<file path="src/rtl/alarm_pkg.sv">
// Shared definitions for the door alarm controller: FSM state encoding,
// default delay constants and the countdown timer width.
package alarm_pkg;

  localparam int TIMER_W           = 4;
  localparam int EXIT_DELAY_DEF    = 4;
  localparam int ENTRY_DELAY_DEF   = 3;
  localparam int SIREN_TIME_DEF    = 8;

  typedef enum logic [2:0] {
    ST_DISARMED = 3'd0,
    ST_EXIT     = 3'd1,
    ST_ARMED    = 3'd2,
    ST_ENTRY    = 3'd3,
    ST_ALARM    = 3'd4
  } state_t;

endpackage

</file>
<file path="src/rtl/alarm_timer.sv">
// Loadable down-counter used for the exit, entry and siren countdowns.
// Ports:
//   clk_2    - clock, rising edge
//   rst_n    - asynchronous active-low reset, clears the count to 0
//   load     - load load_val (has priority over dec)
//   load_val - value to load
//   dec      - decrement by one; holds at 0, never wraps
//   value    - current count
//   zero     - 1 when value is 0
module alarm_timer
  import alarm_pkg::*;
(
  input  logic               clk_2,
  input  logic               rst_n,
  input  logic               load,
  input  logic [TIMER_W-1:0] load_val,
  input  logic               dec,
  output logic [TIMER_W-1:0] value,
  output logic               zero
);

  always_ff @(posedge clk_2 or negedge rst_n) begin
    if (!rst_n) begin
      value <= '0;
    end else if (load) begin
      value <= load_val;
    end else if (dec && (value != '0)) begin
      value <= value - 1'b1;
    end
  end

  assign zero = (value == '0);

endmodule

</file>
<file path="src/rtl/alarm_controller.sv">
// Door alarm controller: arms on a manual switch or at night, gives an exit
// delay before arming, an entry delay before the siren, and repeats siren
// bursts while the door stays open. Counts alarm activations.
// Ports:
//   clk_2       - clock, rising edge
//   rst_n       - asynchronous active-low reset
//   porta       - door sensor, 1 = open
//   relogio     - time of day, 1 = day, 0 = night
//   interruptor - manual arm switch, 1 = arm request
//   siren       - 1 while sounding (ALARM only)
//   armed       - 1 in ARMED, ENTRY or ALARM
//   state_o     - current state encoding
//   timer_o     - current countdown value (0 in DISARMED/ARMED)
//   event_cnt   - alarm activations since reset, saturating at 255
module alarm_controller
  import alarm_pkg::*;
#(
  parameter int EXIT_DELAY  = EXIT_DELAY_DEF,
  parameter int ENTRY_DELAY = ENTRY_DELAY_DEF,
  parameter int SIREN_TIME  = SIREN_TIME_DEF
) (
  input  logic               clk_2,
  input  logic               rst_n,
  input  logic               porta,
  input  logic               relogio,
  input  logic               interruptor,
  output logic               siren,
  output logic               armed,
  output logic [2:0]         state_o,
  output logic [TIMER_W-1:0] timer_o,
  output logic [7:0]         event_cnt
);

  localparam logic [TIMER_W-1:0] EXIT_LD  = TIMER_W'(EXIT_DELAY - 1);
  localparam logic [TIMER_W-1:0] ENTRY_LD = TIMER_W'(ENTRY_DELAY - 1);
  localparam logic [TIMER_W-1:0] SIREN_LD = TIMER_W'(SIREN_TIME - 1);

  function automatic logic [7:0] sat_inc(input logic [7:0] v);
    return (v == 8'hFF) ? v : v + 8'd1;
  endfunction

  state_t             state_q;
  state_t             state_nx;
  logic               arm_req;
  logic               t_load;
  logic [TIMER_W-1:0] t_load_val;
  logic               t_dec;
  logic               t_zero;
  logic               cnt_inc;
  logic               siren_q;
  logic               armed_q;

  assign arm_req = interruptor | ~relogio;

  alarm_timer u_timer (
    .clk_2    (clk_2),
    .rst_n    (rst_n),
    .load     (t_load),
    .load_val (t_load_val),
    .dec      (t_dec),
    .value    (timer_o),
    .zero     (t_zero)
  );

  // Disarm is checked first in every state so it beats an open door.
  // Leaving a counting state early reloads the timer with 0 so timer_o
  // reads 0 in DISARMED.
  always_comb begin
    state_nx   = state_q;
    t_load     = 1'b0;
    t_load_val = '0;
    t_dec      = 1'b0;
    cnt_inc    = 1'b0;
    case (state_q)
      ST_DISARMED: begin
        if (arm_req) begin
          state_nx   = ST_EXIT;
          t_load     = 1'b1;
          t_load_val = EXIT_LD;
        end
      end
      ST_EXIT: begin
        if (!arm_req) begin
          state_nx = ST_DISARMED;
          t_load   = 1'b1;
        end else if (t_zero) begin
          state_nx = ST_ARMED;
        end else begin
          t_dec = 1'b1;
        end
      end
      ST_ARMED: begin
        if (!arm_req) begin
          state_nx = ST_DISARMED;
        end else if (porta) begin
          state_nx   = ST_ENTRY;
          t_load     = 1'b1;
          t_load_val = ENTRY_LD;
        end
      end
      ST_ENTRY: begin
        if (!arm_req) begin
          state_nx = ST_DISARMED;
          t_load   = 1'b1;
        end else if (t_zero) begin
          state_nx   = ST_ALARM;
          t_load     = 1'b1;
          t_load_val = SIREN_LD;
          cnt_inc    = 1'b1;
        end else begin
          t_dec = 1'b1;
        end
      end
      ST_ALARM: begin
        if (!arm_req) begin
          state_nx = ST_DISARMED;
          t_load   = 1'b1;
        end else if (t_zero && !porta) begin
          state_nx = ST_ARMED;
        end else if (t_zero) begin
          // Door still open: another burst, same activation.
          t_load     = 1'b1;
          t_load_val = SIREN_LD;
        end else begin
          t_dec = 1'b1;
        end
      end
      default: begin
        state_nx = ST_DISARMED;
        t_load   = 1'b1;
      end
    endcase
  end

  always_ff @(posedge clk_2 or negedge rst_n) begin
    if (!rst_n) begin
      state_q   <= ST_DISARMED;
      siren_q   <= 1'b0;
      armed_q   <= 1'b0;
      event_cnt <= 8'd0;
    end else begin
      state_q <= state_nx;
      siren_q <= (state_nx == ST_ALARM);
      armed_q <= (state_nx == ST_ARMED) || (state_nx == ST_ENTRY) ||
                 (state_nx == ST_ALARM);
      if (cnt_inc) begin
        event_cnt <= sat_inc(event_cnt);
      end
    end
  end

  assign state_o = state_q;
  assign siren   = siren_q;
  assign armed   = armed_q;

endmodule

</file>
<file path="config.mk">
export PLATFORM = sky130hd
export DESIGN_NAME = alarm_controller
export DESIGN_NICKNAME = d
export VERILOG_FILES = /design/src/rtl/alarm_pkg.sv /design/src/rtl/alarm_timer.sv /design/src/rtl/alarm_controller.sv
export SDC_FILE = /design/constraint.sdc
export NUM_CORES = 1
export LEC_CHECK = 0
export ABC_AREA = 0
export CELL_PAD_IN_SITES_DETAIL_PLACEMENT = 1
export CELL_PAD_IN_SITES_GLOBAL_PLACEMENT = 1
export CORE_MARGIN = 2
export CORE_UTILIZATION = 40
export CTS_CLUSTER_DIAMETER = 40
export CTS_CLUSTER_SIZE = 16
export DETAILED_ROUTE_END_ITERATION = 8
export GPL_TIMING_DRIVEN = 0
export HOLD_SLACK_MARGIN = 0.06
export PLACE_DENSITY = 0.81
export SYNTH_ARGS = -nofsm -noshare
export SYNTH_HDL_FRONTEND = slang
export SYNTH_HIERARCHICAL = 1
export SYNTH_SLANG_ARGS = --single-unit
</file>
<file path="constraint.sdc">
create_clock -name clk_2 -period 4.4 [get_ports clk_2]
set_clock_uncertainty 0.15 [all_clocks]
set_input_delay 0.66 -clock clk_2 [delete_from_list [all_inputs] [get_ports clk_2]]
set_output_delay 0.66 -clock clk_2 [all_outputs]
set_load 0.03 [all_outputs]
</file>
* Word level (Yosys, flattened, before mapping) *
Index checks and enable logic that the tools add are counted.

word-level totals
  flip-flop bits (word level) = 17
  input bits = 5
  output and inout bits = 17
  word-level logic and storage cells = 65

operators by class
  $add $sub $neg = 2
  equality and inequality tests = 8
  mux-type cells = 36
  bitwise logic cells = 3
  reductions and logical operators = 11

operator list
  cell                   number
  $mux W3                13
  $pmux W3 S5            1
  $mux W1                14
  $eq A3 B2 Y1 const B   4
  $pmux W3 S4            1
  $add A8 B1 Y8 const B  1
  $eq A8 B8 Y1 const B   1
  $mux W4                2
  $eq A3 B3 Y1 const B   2
  $mux W2                3
  $pmux W1 S5            1
  $logic_not A4 Y1       1
  $reduce_bool A4 Y1     1
  $sub A4 B1 Y4 const B  1
  $eq A3 B1 Y1 const B   1
  $logic_not A3 Y1       1
  $logic_and A1 B1 Y1    2
  $logic_or A1 B1 Y1     2
  $not A1 Y1             2
  $pmux W1 S2            1
  $reduce_and A2 Y1      1
  $reduce_bool A2 Y1     1
  $reduce_or A2 Y1       1
  $logic_not A1 Y1       1
  $or A1 B1 Y1           1

* Logic depth before layout (Yosys ltp) *
  word-level depth = 8
  mapped depth = 8
  mapped depth without buffers = 7

* Hierarchy *
The synthesis kept the hierarchy.

modules (own cells, without submodules)
  module            times used  cells each  area each (µm²)  seq. area each (µm²)
  alarm_controller  1           83          759.5            325.3
  alarm_timer       1           27          270.3            100.1

* Worst setup path after synthesis *
OpenSTA, ideal clock, no wires.

  path type = register to register
  start point = reg u_timer.value[0]
  end point = reg u_timer.value[1]
  library setup time = 80 ps
  data arrival time = 2278 ps
  data required time = 4170 ps
  slack = 1891 ps
  stages on the path, launching flop included = 9
  buffers on the path = 1
  clock period less this slack = 2509 ps
  cells stage by stage = dfrtp_1 inv_1 ha_1 nor3b_2 nor3_1 a221oi_1 buf_6 or4_1 o211ai_2

between the ends
  cells in the longest elaborated chain, start to end = 7
  elaborated cells on any way between the ends = 23
  those cells by class = add/sub (1); mux (17); reduce/logical (5)

RTL lines
  element                                                line                     source
  start, declared                                        alarm_timer.sv:18        output logic [TIMER_W-1:0] value,
  start signal, assigned                                 alarm_timer.sv:26        value <= load_val;
  start signal, assigned                                 alarm_timer.sv:28        value <= value - 1'b1;
  $logic_not A4 Y1 *                                     alarm_timer.sv:32        assign zero = (value == '0);
  named net t_zero                                       alarm_controller.sv:48   logic t_zero;
  $mux W1 / $logic_and A1 B1 Y1 (equally long branches)  --
  $mux W1                                                alarm_controller.sv:118  end else if (t_zero && !porta) begin
  $mux W1                                                alarm_controller.sv:115  if (!arm_req) begin
  $pmux W1 S2 *                                          alarm_controller.sv:74   case (state_q)
  named net t_dec                                        alarm_controller.sv:47   logic t_dec;
  $logic_and A1 B1 Y1 *                                  alarm_timer.sv:27        end else if (dec && (value != '0)) begin
  $reduce_bool A2 Y1 (no line) *                         --

The timed path passes the listed nets; every way through them passes the cells marked *. The select of a mux whose other input is x is not followed.
A chain may end at the register's enable or synchronous reset.

* Worst setup path in the final report *
  start point = in relogio
  end point = reg u_timer.value[1]

between the ends
  cells in the longest elaborated chain, start to end = 6
  elaborated cells on any way between the ends = 19
  those cells by class = mux (15); bitwise (2); reduce/logical (2)

RTL lines
  element                            line                                             source
  start, declared                    alarm_controller.sv:25                           input logic relogio,
  $not A1 Y1 *                       alarm_controller.sv:53                           assign arm_req = interruptor | ~relogio;
  $or A1 B1 Y1 *                     alarm_controller.sv:53
  $mux W1, on equally long branches  alarm_controller.sv:115, alarm_controller.sv:83
  $pmux W1 S2 *                      alarm_controller.sv:74
  named net t_dec                    alarm_controller.sv:47
  $logic_and A1 B1 Y1 *              alarm_timer.sv:27
  $reduce_bool A2 Y1 (no line) *     --

The timed path passes the listed nets; every way through them passes the cells marked *.

==> results.yml <==
yosys:
  netlist_area_mm2: 0.001030
  synth_edf_count: 0
  synth-seq-cells: 17
  avgSynthCellArea_um2: 9.361
  synthArstFlopShare_pct: 100.0
  ys_top_cells_by_area: "dfrtp_1, nand2_1, a21oi_1, nor2_1, inv_1"
  ys_top_cells_by_count: "dfrtp_1, nand2_1, nor2_1"
  synth_nets: 117
  synth_most_common_cell: "dfrtp_1"
  yosys_warnings: 6
  ys_seq_area_share_pct: 41.31
  synth.distinct_cells: 39
  yosysTopAreaCell: "dfrtp_1"
  synth_top_area_share_pct: 41.31
  synth_ff_type: "dfrtp_1"
  syn-instance-count: 110
clock_tree:
  cts_sinks: 17
  cts_max_level: 1
  cts_setup_buffers: 0
  cts_root_buf: "clkbuf_4"
  cts_made_buffers: 3
  cts_tree: "yes"
  clk_pin_slew_worst_paths_ps: 100
  cts.repair.resized: 0
  insertion_delay_ps: 280
  cts_hold_buffers: 0
  clockBufferDepth: 2
sta:
  layout_setup_ws_ps: 1643
  setup_viol: 0
  timing.fmax_ghz: 0.3627
  fin_tns_setup_ps: 0
  whs_ps: 386.5
  rsz0062_at_grt: "no"
  drv_slew: 0
  hold_viol_final: 0
  tightest_slew_ps: 824.9
  relSlewSlack_pct: 44.84
  finalCriticalPeriod_ps: 2757
  finalCritPeriodShare_pct: 62.66
global_routing:
  grt_usage_pct: 16.91
  grt_max_degree: 18
  overflow: 0
  grt_pass1_vias: 855
  grt_pass1_wl_mm: 3.650
  antenna_found_initial: 0
critical_path:
  critPathKind: "input pin to flop"
  cpPeakStageDelay_ps: 540
  crit_chain: "clkdlybuf4s50_1 -> nor2b_1 -> buf_2 -> nor3_1 -> a221oi_1 -> buf_6 -> or4_1 -> o211ai_2"
  required_ps: 4460
  start_kind: "input pin"
  critPathSlowestCell: "or4_1"
  worstSetupEndpointType: "flop"
  path_delay_family: "simple AND/OR/NAND/NOR gates"
  crit_buf_inv: 3
  cp_data_arrival_time_ps: 2820
  worstPathMaxFanout: 10
floorplanning:
  core_mm2: 0.002455
  die_area_mm2: 0.002996
  io_pins: 22
  start_util_pct: 41.95
  num_rows: 18
  die_h_um: 54.74
  dieWidth_um: 54.74
power:
  power.density_mw_per_mm2: 623.1
  power.leakage_uw: 0.0005846
  ir_drop_v: 0.0003712
  power.total_uw: 812.3
placed_design:
  pre_cts_ws_ps: 1338
  dp_hpwl_mm: 1.710
  gp_congestion: 0.8483
  io_buffers: 21
final_layout:
  seq_area_um2: 425.4
  area_growth_syn_to_layout_pct: 26.61
  insertedDiodeCount: 0
  nNetsFinal: 143
  multiInputGateArea_um2: 551.8
  drive_above_1_share_pct: 10.37
  fillers: 291
detailed_routing:
  post_drt_wl_per_cell_um: 13.66
  num_vias: 924
  drt-initial-drc-count: 9
  via_per_inst: 5.600
  drc: 0
  ant_nets: 0
  drt-total-wl_mm: 2.254
  first_pass_iters: 4
min_path:
  hp-class: "flop to flop"
job:
  maxCapViolations: 0
run_status:
  status: "finished, final reports clean"
## placed cells by master, fill, tap and decap left out, types with 3 or more instances in the layout
cell,n
clkdlybuf4s50_1,21
dfrtp_1,17
nand2_1,13
nor2_1,9
a21oi_1,8
inv_1,7
nor3_1,5
nand3_1,4
nor2b_1,3
buf_2,3
o21ai_0,3
clkbuf_4,3
## metal layers
layer,vias to the layer above,global-route usage [%],part of all wire [%]
met2,15,29.56,51
met4,0,5.000,0.53
met5,-,0,0
li1,450,-,-
met3,2,2.459,3.4
met1,457,21.28,45
## state kept, by name, indices dropped and copies added (netlist names)
signal,cells
state_o,3
armed,1
event_cnt,8
siren,1
u_timer/value,4
## worst paths after layout
kind	endpoint	slack, ps	cells after the start	from
min in group asynchronous	event_cnt[6]	690	1	rst_n
worst min-delay path	event_cnt[0]	390	1	event_cnt[0]
worst min register to register	event_cnt[0]	390	1	event_cnt[0]
max in group asynchronous	event_cnt[3]	2900	1	rst_n
worst max register to register	u_timer/value[3]	1700	8	u_timer/value[0]
worst max-delay path	u_timer/value[1]	1640	8	relogio
## per-stage QoR
stage          std cells  area (um^2)  utilization, %
3_3_place_gp         161         1277           52.04
2_1_floorplan        110         1030               -
3_5_place_dp         161         1277           52.04
4_1_cts              165         1304           53.11
6_report             165         1304           53.11
5_1_grt              165         1304           53.11
## area by class of cell
cell class | instances | area share (%)
Sequential cell | 17 | 32.63
Buffer | 4 | 2.015
Tap cell | 30 | 2.879
Clock buffer | 4 | 2.015
Inverter | 7 | 2.015
Multi-Input combinational cell | 82 | 42.32
Timing Repair Buffer | 21 | 16.12
## worst register-to-register path, delay by kind of cell (launching register included)
kind	cells	cell delay [ps]
fa+ha+maj	1	200
simple gates	3	910
buf+inv	2	270
flops	1	440
compound gates	2	630
## where the power goes
part           leakage, uW  switching (uW)  internal [uW]
combinational     0.000345             268            209
sequential        0.000225            51.5            200
clock            0.0000150            49.1           35.2
total             0.000585             368            444
## cells by family after synthesis
kind of cell	count (synthesis)	synth area share [%]
AOI/OAI and AO/OA	23	15.43
xor gates and xnor gates	2	1.701
adders and majority gates	2	2.430
buffers and inverters	11	5.103
DFF	17	41.31
muxes	3	3.280
other	1	0.3642
and+or+nand+nor	51	30.38
Power figures use the tool's default switching activity.
